File: src/rtl/cla_bist_ctrl.sv
// Built-in self-test controller for a 16-bit adder on the A/B/Cin -> Sum/Cout
// interface: four directed corner vectors followed by LFSR pseudo-random
// vectors, each checked against an internal WIDTH+1-bit reference sum.
module cla_bist_ctrl #(
  parameter int unsigned       WIDTH       = 16,
  parameter int unsigned       NUM_VECTORS = 65535,
  parameter logic [WIDTH-1:0]  SEED_A      = 16'hACE1,
  parameter logic [WIDTH-1:0]  SEED_B      = 16'h1D2C
) (
  input  logic             clk,
  input  logic             rst,
  input  logic             start,
  output logic [WIDTH-1:0] dut_A,
  output logic [WIDTH-1:0] dut_B,
  output logic             dut_Cin,
  input  logic [WIDTH-1:0] dut_Sum,
  input  logic             dut_Cout,
  output logic             busy,
  output logic             done,
  output logic             fail,
  output logic [16:0]      vec_count,
  output logic [WIDTH:0]   err_exp,
  output logic [WIDTH:0]   err_got
);

  typedef enum logic [2:0] {
    ST_IDLE,
    ST_DRIVE,
    ST_CHECK,
    ST_DONE,
    ST_FAIL
  } state_t;

  localparam logic [WIDTH-1:0] POLY = WIDTH'(16'hB400);
  localparam logic [16:0]      LAST = 17'(NUM_VECTORS);

  state_t           state, state_next;
  logic [WIDTH-1:0] lfsr_a, lfsr_b;
  logic [WIDTH-1:0] vec_a, vec_b;
  logic             vec_cin;
  logic [WIDTH:0]   exp_sum;
  logic [WIDTH:0]   got_sum;
  logic             match;
  logic             directed;
  logic [16:0]      vec_count_inc;
  logic             last_vec;

  // Galois LFSR step, right shift, feedback taps applied when bit 0 falls out.
  function automatic logic [WIDTH-1:0] lfsr_step(input logic [WIDTH-1:0] v);
    lfsr_step = (v >> 1) ^ (v[0] ? POLY : '0);
  endfunction

  // Reference sum, comparison and run-progress decode.
  always_comb begin
    exp_sum       = {1'b0, dut_A} + {1'b0, dut_B} + {{WIDTH{1'b0}}, dut_Cin};
    got_sum       = {dut_Cout, dut_Sum};
    match         = (exp_sum == got_sum);
    vec_count_inc = vec_count + 17'd1;
    last_vec      = (vec_count_inc == LAST);
    // The vector index k equals vec_count+1 while running, so the first four
    // vectors are the directed ones exactly when vec_count < 4.
    directed      = (vec_count[16:2] == '0);
  end

  // Vector k selection: directed corners first, then the LFSR pair.
  always_comb begin
    vec_a   = lfsr_a;
    vec_b   = lfsr_b;
    vec_cin = lfsr_a[0] ^ lfsr_b[WIDTH-1];
    if (directed) begin
      case (vec_count[1:0])
        2'd0: begin vec_a = '0; vec_b = '0; vec_cin = 1'b0; end
        2'd1: begin vec_a = '1; vec_b = WIDTH'(1); vec_cin = 1'b0; end
        2'd2: begin vec_a = '1; vec_b = '1; vec_cin = 1'b1; end
        default: begin
          vec_a   = {1'b0, {(WIDTH-1){1'b1}}};
          vec_b   = WIDTH'(1);
          vec_cin = 1'b0;
        end
      endcase
    end
  end

  // State register.
  always_ff @(posedge clk) begin
    if (rst) state <= ST_IDLE;
    else     state <= state_next;
  end

  // Next-state logic and status outputs.
  always_comb begin
    state_next = state;
    busy       = 1'b0;
    done       = 1'b0;
    fail       = 1'b0;
    case (state)
      ST_IDLE, ST_DONE, ST_FAIL: begin
        done = (state == ST_DONE);
        fail = (state == ST_FAIL);
        if (start) state_next = ST_DRIVE;
      end
      ST_DRIVE: begin
        busy       = 1'b1;
        state_next = ST_CHECK;
      end
      ST_CHECK: begin
        busy = 1'b1;
        if (!match)        state_next = ST_FAIL;
        else if (last_vec) state_next = ST_DONE;
        else               state_next = ST_DRIVE;
      end
      default: state_next = ST_IDLE;
    endcase
  end

  // Datapath: operand registers, pass counter, error capture and LFSRs.
  always_ff @(posedge clk) begin
    if (rst) begin
      dut_A     <= '0;
      dut_B     <= '0;
      dut_Cin   <= 1'b0;
      vec_count <= '0;
      err_exp   <= '0;
      err_got   <= '0;
      lfsr_a    <= SEED_A;
      lfsr_b    <= SEED_B;
    end else begin
      case (state)
        ST_IDLE, ST_DONE, ST_FAIL: begin
          if (start) begin
            vec_count <= '0;
            err_exp   <= '0;
            err_got   <= '0;
            lfsr_a    <= SEED_A;
            lfsr_b    <= SEED_B;
          end
        end
        ST_DRIVE: begin
          dut_A   <= vec_a;
          dut_B   <= vec_b;
          dut_Cin <= vec_cin;
        end
        ST_CHECK: begin
          if (match) begin
            vec_count <= vec_count_inc;
            // Only random vectors consume LFSR state, so the first random
            // vector sees the seeds untouched.
            if (!directed) begin
              lfsr_a <= lfsr_step(lfsr_a);
              lfsr_b <= lfsr_step(lfsr_b);
            end
          end else begin
            err_exp <= exp_sum;
            err_got <= got_sum;
          end
        end
        default: ;
      endcase
    end
  end

endmodule

File: config.mk
export PLATFORM = sky130hd
export DESIGN_NAME = cla_bist_ctrl
export DESIGN_NICKNAME = d
export VERILOG_FILES = /design/src/rtl/cla_bist_ctrl.sv
export SDC_FILE = /design/constraint.sdc
export NUM_CORES = 1
export LEC_CHECK = 0
export ABC_AREA = 1
export CORE_UTILIZATION = 35
export CTS_BUF_LIST = sky130_fd_sc_hd__clkbuf_4 sky130_fd_sc_hd__clkbuf_8
export DETAILED_ROUTE_END_ITERATION = 8
export SETUP_SLACK_MARGIN = 0.2
export SLEW_MARGIN = 40
export SYNTH_ARGS = -nofsm -noshare
export SYNTH_HDL_FRONTEND = slang
export SYNTH_SLANG_ARGS = --single-unit
File: constraint.sdc
create_clock -name clk -period 3.69 [get_ports clk]
set_input_delay 0.738 -clock clk [delete_from_list [all_inputs] [get_ports clk]]
set_output_delay 0.738 -clock clk [all_outputs]
set_load 0.1 [all_outputs]
==> summary.txt, run 1 <==
Worst setup path
  – CP endpoint: lfsr_b[4]$_SDFFE_PP0P_
  – Reg2reg setup slack: 490 ps
  – CP startpoint: dut_A[0]$_SDFFE_PP0P_
  – CP endpoint kind: register
  – Critical Path Fanout Max: 37
  – R2r startpoint: dut_A[0]$_SDFFE_PP0P_
  – Worst endpoint data arrival time: 3550 ps
  – Worst reg2reg path depth: 19
  – Critical path required time: 4040 ps
  – R2R Path End: lfsr_b[4]$_SDFFE_PP0P_
  – CP Class: reg -> reg
  – CP Launch Type: register

Outcome
  – Outcome: finished, final reports clean

Yosys
  – Post-synth EDFFs: 0
  – Post-Syn Nets: 1133
  – Top_reg_cell synth: dfxtp_1
  – Seq cells post-synth: 119
  – Commonest cells in the netlist: nand2_1, nor2_1, inv_1
  – Ys Warns: 0
  – Post-synth ARST share: 0
  – Post-Syn Area: 6940 µm²
  – Synth top area share: 0.343
  – Sequential area share after synthesis: 0.343
  – Synth area leader: dfxtp_1
  – Netlist cell types: 37
  – Syn_area_per_cell: 6.35 µm²
  – Synth Instances: 1093
  – Most area-consuming cells after synthesis: dfxtp_1, nand2_1, nor2_1
  – Most common cell in the netlist: nand2_1

Cells and area
  – Fin nets: 1218
  – # fillers: 2119
  – Ant diodes: 0
  – P&R area growth vs syn: 19.3%
  – Layout cells sized above 1: 0.133

Placement
  – HPWL Detailed: 14.5 mm
  – IO Port Bufs: 106
  – Placer Congestion: 0.892

Run
  – Max Cap Viol: 0

Clocking
  – Worst skew pair latency: 450 ps
  – CTS Hold Bufs: 0
  – Post CTS Setup Buffer Count: 0
  – CTS buffer count: 17
  – Root Buffer: clkbuf_8
  – H-tree depth: 4
  – Max Root-Sink Buffers: 2
  – CTS tree: built
  – CTS Sinks: 119
  – Clock slew at reported path FFs: 80 ps

Route
  – DR vias/cell: 4.83
  – DRC: 0
  – Antenna-violating nets left: 0
  – DRT Pass-1 Iters: 5
  – Vias: 7039
  – Post-Route WL: 20.4 mm
  – Drt first-iter violations: 300
  – DR WL/cell: 14.0 µm

Floorplan
  – Die height: 143 µm
  – Die X: 143 µm
  – # rows: 51
  – Std-Cell Core Area: 19500 µm²
  – Initial core utilization: 0.357
  – Die area: 20400 µm²
  – I/O pin count: 107

Timing
  – Crit share post-route: 0.868
  – Slew margin rel.: 0.539
  – Pin slew with the least headroom to its limit: 692 ps
  – Min Tclk post-route: 3200 ps
  – Count of final max-slew check failures: 0
  – Final hold viol count: 0
  – Sum Neg Setup Slack: 0 ps
  – Setup Skew: 9.48 ps
  – Max Freq: 312 MHz
  – RSZ-0062 raised after global routing: yes
  – Final setup violation count: 0

Global route
  – Number of global-route vias before repair: 6329
  – Initial antenna violation count: 0
  – Remaining global-route overflow: 0
  – Largest net degree at the start of global routing: 74
  – GRT Overall Usage: 0.205
  – First-pass GRT wire length: 32.5 mm

Worst hold path
  – Tightest Hold Check Type: reg -> reg
  – Hold wc startpoint: lfsr_a[5]$_SDFFE_PP1P_
[worst max-delay path, cell delays in order, from the launching register on]
cell and delay, ps:
dfxtp_1 340, fa_1 480, fa_1 450, nand2_2 110, nand2_2 100, nand3_2 100
nand2_2 90, nand2_1 110, nand3_1 80, nand3_1 100, nand2_1 50, nor2_1 80
nand2_1 110, nor2_4 160, nand4_4 140, nand2_4 160, buf_16 210, nand3_1 100
nand2_1 80, nor2_1 40
[state kept, by name, indices dropped and copies added, names as in the netlist]
register   count
dut_B         16
err_got       17
lfsr_b        16
dut_A         16
lfsr_a        16
dut_Cin        1
state          3
err_exp       17
vec_count     17
[how the worst min path moves through the flow]
stage	cells past startpoint	end	slack (ps)
floorplan	2	lfsr_a[5]$_SDFFE_PP1P_	430
finish	2	lfsr_a[5]$_SDFFE_PP1P_	460
global placement	2	lfsr_a[7]$_SDFFE_PP1P_	440
global route	2	lfsr_a[7]$_SDFFE_PP1P_	500
CTS	2	lfsr_a[7]$_SDFFE_PP1P_	460
detailed placement	2	lfsr_a[7]$_SDFFE_PP1P_	440
[per-layer routing]
layer,track usage,vias up,share of wire
li1,-,3644,-
met1,0.266,3217,0.47
met2,0.339,160,0.47
met3,0.0402,18,0.043
met4,0.0713,0,0.013
met5,0,-,0
[area by class of cell]
cell class / count / area, µm² / share of cell area
inverters: 159 / 599 / 0.0724
clock buffers: 20 / 269 / 0.0325
well taps: 265 / 332 / 0.0401
multi-input cells: 763 / 3750 / 0.453
clock inverters: 12 / 150 / 0.0181
repair buffers: 118 / 793 / 0.0958
flip-flops and latches: 119 / 2380 / 0.288
[logic make-up (layout without fill, tap and decap cells)]
| kind of cell | count (synthesis) | in the layout | share of synthesized area |
|---|---|---|---|
| buffers and inverters | 211 | 309 | 0.120 |
| flip-flops | 119 | 119 | 0.343 |
| adder cells (fa/ha/maj) | 20 | 20 | 0.0382 |
| AND/OR/NAND/NOR | 605 | 605 | 0.369 |
| XOR/XNOR | 18 | 18 | 0.0249 |
| AO/OA/AOI/OAI | 120 | 120 | 0.105 |
[layout by cell type (no fill, tap or decap), types with 6 or more instances in the layout]
master	n
dfxtp_1	119
nor2_1	178
ha_1	18
buf_2	84
xor2_1	11
nand3_1	119
inv_1	155
a21oi_1	58
clkdlybuf4s50_1	19
nand2_1	263
clkbuf_8	19
nor3_1	7
o221ai_1	30
buf_4	10
nand2_2	6
nand4_1	12
xnor2_1	6
o21ai_0	26
[what timing repair did]
item / CTS / global route
gates resized for setup: 0 / 6
endpoints found under the setup margin: 0 / 71
endpoints found under the hold margin: 0 / 0
[stage by stage]
step,cells,utilization,setup slack (ps),cell area (µm²),hold slack (ps)
floorplan,1093,-,343,6950,429
global placement,1423,0.423,402,8230,440
detailed placement,1423,0.401,349,7810,444
CTS,1455,0.423,329,8230,464
global route,1456,0.425,181,8280,497
finish,1456,0.425,486,8280,463
Power of run 1 is left out: the tool's default activity adds up to more than one toggle a clock period on the data nets, which glitch-free logic cannot reach.
==> run 2: changes to the inputs <==
--- a/config.mk
+++ b/config.mk
@@ -6,10 +6,12 @@
 export NUM_CORES = 1
 export LEC_CHECK = 0
 export ABC_AREA = 1
-export CORE_UTILIZATION = 35
+export CORE_UTILIZATION = 56
 export CTS_BUF_LIST = sky130_fd_sc_hd__clkbuf_4 sky130_fd_sc_hd__clkbuf_8
 export DETAILED_ROUTE_END_ITERATION = 8
+export PLACE_DENSITY = 0.86
 export SETUP_SLACK_MARGIN = 0.2
+export SKIP_CTS_REPAIR_TIMING = 1
 export SLEW_MARGIN = 40
 export SYNTH_ARGS = -nofsm -noshare
 export SYNTH_HDL_FRONTEND = slang
==> run 2 against run 1 <==
  * Register-to-register slack worse by 50 ps
  * First-iteration DRC count is 140% higher
  * Utilization is 25 points higher
  * Highest routed layer unchanged
==> summary.txt, run 2 (synthesis results as in run 1) <==
Floorplan
  – I/O pin count: 107 (unchanged)
  – # rows: 40 (-22%)
  – Initial core utilization: 0.576 (+0.219)
  – Die area: 12800 µm² (-37%)
  – Die X: 113 µm (-21%)
  – Std-Cell Core Area: 12100 µm² (-38%)
  – Die height: 113 µm (-21%)

Route
  – Drt first-iter violations: 710 (+140%)
  – Met2 routed WL: 9.05 mm (-6.3%)
  – Post-Route WL: 19.0 mm (-7.0%)
  – Vias: 7237 (+2.8%)
  – M1 wire length: 8.07 mm (-16%)
  – DR WL/cell: 13.9 µm (-0.45%)
  – DR vias/cell: 5.32 (+10%)
  – DRT Pass-1 Iters: 5 (unchanged)
  – Top Metal Used: met4
  – Metal3 WL: 1.41 mm (+62%)
  – Antenna-violating nets left: 0 (unchanged)
  – DRC: 0 (unchanged)

Placement
  – Placer Congestion: 0.909 (+2.0%)
  – IO Port Bufs: 106 (unchanged)
  – HPWL Detailed: 13.0 mm (-10%)

Worst setup path
  – CP Class: reg -> reg
  – R2R Path End: lfsr_a[15]$_SDFFE_PP1P_
  – Slowest cell on crit path: fa_1
  – Critical Path Fanout Max: 10 (-73%)
  – Bufs and invs on worst path: 0 (-1)
  – CP startpoint: dut_A[0]$_SDFFE_PP0P_
  – Critical path required time: 3990 ps (-50 ps)
  – CP endpoint kind: register
  – CP delay by family, top: simple AND/OR/NAND/NOR gates
  – Worst path cell trace: fa_1 > fa_2 > nand2_2 > nand2_2 > nand3_1 > nand2_1 > nand2_1 > nand3_1 > nand2_1 > nand2_1 > nor2_1 > nand3_1 > nor2_4 > nand3_1 > nand2_2 > nand3_2 > nand2_1 > nand3_1
  – Reg2reg setup slack: 440 ps (-50 ps)
  – Critical path's largest stage delay: 490 ps (about the same)
  – Worst endpoint data arrival time: 3560 ps (about the same)
  – CP Launch Type: register
  – Worst reg2reg path depth: 18 (-1)
  – R2r startpoint: dut_A[0]$_SDFFE_PP0P_

Clocking
  – CTS buffer count: 17 (unchanged)
  – CTS Sinks: 119 (unchanged)
  – Worst skew pair latency: 440 ps (about the same)
  – Max Root-Sink Buffers: 2 (unchanged)
  – Clock slew at reported path FFs: 70 ps (about the same)
  – Root Buffer: clkbuf_8
  – CTS tree: built
  – H-tree depth: 4 (unchanged)

Timing
  – Final setup violation count: 0 (unchanged)
  – Crit share post-route: 0.882 (+0.0133)
  – Count of final max-slew check failures: 0 (unchanged)
  – Slew margin rel.: 0.550 (+0.0106)
  – Min Tclk post-route: 3250 ps (+49.2 ps)
  – Sum Neg Setup Slack: 0 ps (unchanged)
  – RSZ-0062 raised after global routing: no
  – Max Freq: 307 MHz (-1.5%)
  – Setup Skew: 5.36 ps (-4.12 ps)
  – Final hold viol count: 0 (unchanged)
  – Pin slew with the least headroom to its limit: 676 ps (-15.9 ps)

Global route
  – GRT Overall Usage: 0.294 (+0.0882)
  – Number of global-route vias before repair: 6373 (+0.70%)
  – Remaining global-route overflow: 0 (unchanged)
  – First-pass GRT wire length: 30.2 mm (-6.9%)
  – Largest net degree at the start of global routing: 74 (unchanged)
  – Initial antenna violation count: 0 (unchanged)

Outcome
  – Outcome: finished, final reports clean

Cells and area
  – Fin nets: 1220 (+0.16%)
  – Commonest non-fill, non-tap cell in the layout: nand2_1
  – Layout cells sized above 1: 0.135 (+0.00241)
  – P&R area growth vs syn: 17.1%
  – Most frequent cells in the layout: nand2_1, nor2_1, inv_1, nand3_1, dfxtp_1
  – Ant diodes: 0 (unchanged)
  – Registers with the most flip-flops: err_exp: 17 flops, err_got: 17 flops, vec_count: 17 flops

Worst hold path
  – Tightest Hold Check Type: reg -> reg
  – Hold Crit Endpoint: lfsr_b[12]$_SDFFE_PP1P_
  – Hold wc startpoint: lfsr_b[12]$_SDFFE_PP1P_
  – Hold path cells: 2 (unchanged)

Run
  – Max Cap Viol: 0 (unchanged)
run 2: layout make-up:
cell class | count | area, µm²
clock buffer | 22 | 290
clock inverter | 9 | 100
fill | 1091 | 3930
inverter | 159 | 597
multi-input combinational | 764 | 3770
sequential | 119 | 2380
tap | 168 | 210
timing repair buffer | 119 | 785
run 2: worst register-to-register path: stages, from the launching register on:
cell and delay (ps):
dfxtp_1 340, fa_1 490, fa_2 400, nand2_2 100, nand2_2 90, nand3_1 150, nand2_1 110, nand2_1 100
nand3_1 70, nand2_1 60, nand2_1 40, nor2_1 110, nand3_1 130, nor2_4 160, nand3_1 110, nand2_2 180
nand3_2 250, nand2_1 140, nand3_1 80
run 2: per-layer routing:
| layer | GRT usage | vias up |
|---|---|---|
| li1 | - | 3641 |
| met1 | 0.370 | 3246 |
| met2 | 0.492 | 315 |
| met3 | 0.0552 | 35 |
| met4 | 0.125 | 0 |
| met5 | 0 | - |
run 2: metrics by stage:
stage	hold slack, ps	setup slack [ps]	cells	utilization	instance area (µm²)
final	465	437	1360	0.674	8130
after detailed placement	448	295	1327	0.637	7680
after floorplan	429	343	1093	-	6950
after CTS	465	268	1358	0.669	8070
after global routing	483	221	1360	0.674	8130
after global placement	439	421	1327	0.672	8100
run 2: worst max-delay path by stage:
stage                     cells after the start                    endpoint  slack, ps
after detailed placement                     18      lfsr_a[4]$_SDFFE_PP0P_        300
after floorplan                              17  vec_count[15]$_SDFFE_PP0P_        340
after CTS                                    18      lfsr_b[2]$_SDFFE_PP1P_        270
after global placement                       18     lfsr_b[14]$_SDFFE_PP0P_        420
final                                        18     lfsr_a[15]$_SDFFE_PP1P_        440
after global routing                         19  vec_count[11]$_SDFFE_PP0P_        220
Power of run 2 is left out for the same reason.
==> run 3: changes to the inputs <==
--- a/config.mk
+++ b/config.mk
@@ -6,6 +6,7 @@
 export NUM_CORES = 1
 export LEC_CHECK = 0
 export ABC_AREA = 1
+export CORE_MARGIN = 2
 export CORE_UTILIZATION = 56
 export CTS_BUF_LIST = sky130_fd_sc_hd__clkbuf_4 sky130_fd_sc_hd__clkbuf_8
 export DETAILED_ROUTE_END_ITERATION = 8
==> run 3 against run 2 <==
  * Non-clock buffer count rose by 3
  * Die area rose by 3.6%
  * Wire length fell by 1.3%
  * Clock skew rose by 3.6 ps
  * Utilization fell by 0.052 points
  * Final cell count did not move
  * Register-to-register slack improved by 40 ps
  * First-iteration DRC count rose by 12%
  * Flip-flop and latch count did not move
  * Via count fell by 0.61%
==> summary.txt, run 3 (synthesis results as in run 1) <==
Outcome
  – Outcome: finished, final reports clean

Global route
  – Initial antenna violation count: 0 (unchanged)
  – Largest net degree at the start of global routing: 60 (-19%)
  – Number of global-route vias before repair: 6312 (-0.96%)
  – GRT Overall Usage: 0.276 (-0.0170)
  – First-pass GRT wire length: 29.5 mm (-2.4%)
  – Remaining global-route overflow: 0 (unchanged)

Placement
  – IO Port Bufs: 106 (unchanged)
  – Placer Congestion: 0.970 (+6.6%)
  – Worst slack, placed: 273 ps (-21.9 ps)
  – HPWL Detailed: 13.0 mm (+0.24%)

Worst hold path
  – Hold wc startpoint: lfsr_a[5]$_SDFFE_PP1P_
  – Hold Crit Endpoint: lfsr_a[5]$_SDFFE_PP1P_
  – Tightest Hold Check Type: reg -> reg
  – Hold path cells: 2 (unchanged)

Clocking
  – CTS tree: built
  – Clock slew at reported path FFs: 70 ps (about the same)
  – CTS Sinks: 119 (unchanged)
  – Root Buffer: clkbuf_8
  – CTS buffer count: 17 (unchanged)
  – Worst skew pair latency: 450 ps (about the same)
  – Max Root-Sink Buffers: 2 (unchanged)
  – H-tree depth: 4 (unchanged)

Floorplan
  – Std-Cell Core Area: 12100 µm² (unchanged)
  – Die X: 115 µm (+1.8%)
  – Initial core utilization: 0.576 (unchanged)
  – I/O pin count: 107 (unchanged)
  – Die area: 13300 µm² (+3.6%)
  – # rows: 40 (unchanged)
  – Die height: 115 µm (+1.8%)

Cells and area
  – Fin nets: 1223 (+0.25%)
  – Most frequent cells in the layout: nand2_1, nor2_1, inv_1, nand3_1, dfxtp_1
  – Registers with the most flip-flops: err_exp: 17 flops, err_got: 17 flops, vec_count: 17 flops
  – Commonest non-fill, non-tap cell in the layout: nand2_1
  – # fillers: 1072 (-1.7%)
  – P&R area growth vs syn: 17.1% (about the same)
  – Layout cells sized above 1: 0.136 (+0.000839)
  – Ant diodes: 0 (unchanged)

Worst setup path
  – R2R Path End: lfsr_a[1]$_SDFFE_PP0P_
  – Critical path required time: 4040 ps (+50 ps)
  – Slowest cell on crit path: fa_2
  – CP Class: reg -> reg
  – CP endpoint kind: register
  – Reg2reg setup slack: 480 ps (+40 ps)
  – CP Launch Type: register
  – R2r startpoint: dut_A[0]$_SDFFE_PP0P_
  – Most common cell on crit path: nor2_1
  – Critical path's largest stage delay: 580 ps (+90 ps)
  – Critical Path Fanout Max: 30 (+20)
  – Worst path cell trace: fa_2 > fa_2 > xnor2_1 > nand2_1 > nor2_1 > nand3_1 > nor2_1 > nand2_1 > nor2_1 > nand3_1 > nor2_4 > nand4_4 > nand2_8 > buf_16 > nand3_1 > nand2_1 > nor2_1
  – Worst endpoint data arrival time: 3560 ps (about the same)
  – Worst reg2reg path depth: 17 (-1)

Run
  – Max Cap Viol: 0 (unchanged)

Timing
  – Slew margin rel.: 0.564 (+0.0146)
  – Sum Neg Setup Slack: 0 ps (unchanged)
  – Final hold viol count: 0 (unchanged)
  – Min Tclk post-route: 3210 ps (-40.7 ps)
  – Final setup violation count: 0 (unchanged)
  – Setup Skew: 8.92 ps (+3.56 ps)
  – Max Freq: 311 MHz (+1.3%)
  – RSZ-0062 raised after global routing: no
  – Crit share post-route: 0.870 (-0.0110)
  – Pin slew with the least headroom to its limit: 653 ps (-22.7 ps)
  – Count of final max-slew check failures: 0 (unchanged)
  – Setup ws final: 478 ps (+40.7 ps)

Route
  – DR WL/cell: 13.8 µm (-1.3%)
  – Drt first-iter violations: 796 (+12%)
  – Post-Route WL: 18.7 mm (-1.3%)
  – DRC: 0 (unchanged)
  – DRT Pass-1 Iters: 6 (+1)
  – Vias: 7193 (-0.61%)
  – Antenna-violating nets left: 0 (unchanged)
  – DR vias/cell: 5.29 (-0.61%)
==> run 3: cell types whose count changed in the layout (fill, tap and decap cells not counted), sizes merged <==
| cell | previous run | this run |
|---|---|---|
| inv | 159 | 158 |
| clkbuf | 23 | 25 |
| clkinv | 5 | 4 |
| bufinv | 2 | 0 |
| clkinvlp | 2 | 1 |
| buf | 99 | 102 |
==> run 3: final cells by class <==
type / instances / area, µm² / share of cell area
multi-input combinational: 764 / 3780 / 0.465
sequential: 119 / 2380 / 0.293
clock inverter: 4 / 22.5 / 0.00277
timing repair buffer: 122 / 820 / 0.101
tap: 168 / 210 / 0.0259
clock buffer: 24 / 312 / 0.0383
inverter: 159 / 601 / 0.0739
==> run 3: worst max-delay path by stage <==
stage / startpoint / to / slack, ps / cells after the start
floorplan: dut_A[0]$_SDFFE_PP0P_ / vec_count[15]$_SDFFE_PP0P_ / 340 / 17
global placement: dut_A[0]$_SDFFE_PP0P_ / lfsr_a[3]$_SDFFE_PP0P_ / 370 / 18
detailed placement: dut_A[0]$_SDFFE_PP0P_ / lfsr_b[14]$_SDFFE_PP0P_ / 270 / 18
CTS: dut_A[0]$_SDFFE_PP0P_ / lfsr_a[4]$_SDFFE_PP0P_ / 250 / 19
global route: dut_A[0]$_SDFFE_PP0P_ / lfsr_a[1]$_SDFFE_PP0P_ / 270 / 17
finish: dut_A[0]$_SDFFE_PP0P_ / lfsr_a[1]$_SDFFE_PP0P_ / 480 / 17
==> run 3: critical path, delay by kind of cell (launching register included) <==
family | cells | cell delay (ps)
and+or+nand+nor | 13 | 1440
adders and majority gates | 2 | 1010
DFF | 1 | 340
buffers and inverters | 1 | 190
xor gates and xnor gates | 1 | 120
==> run 3: metrics by stage <==
step	util	std cells	hold WS [ps]	cell area (µm²)
global placement	0.673	1327	438	8120
detailed placement	0.638	1327	446	7690
CTS	0.666	1355	463	8030
global route	0.674	1360	495	8130
floorplan	-	1093	429	6950
finish	0.674	1360	460	8130
==> run 3: layer usage <==
metal | part of all wire | vias up | global-route usage
met1 | 0.43 | 3226 | 0.354
met4 | 0.032 | 0 | 0.127
li1 | - | 3657 | -
met5 | 0 | - | 0
met2 | 0.47 | 265 | 0.450
met3 | 0.065 | 45 | 0.0543
Power of run 3 is left out for the same reason.
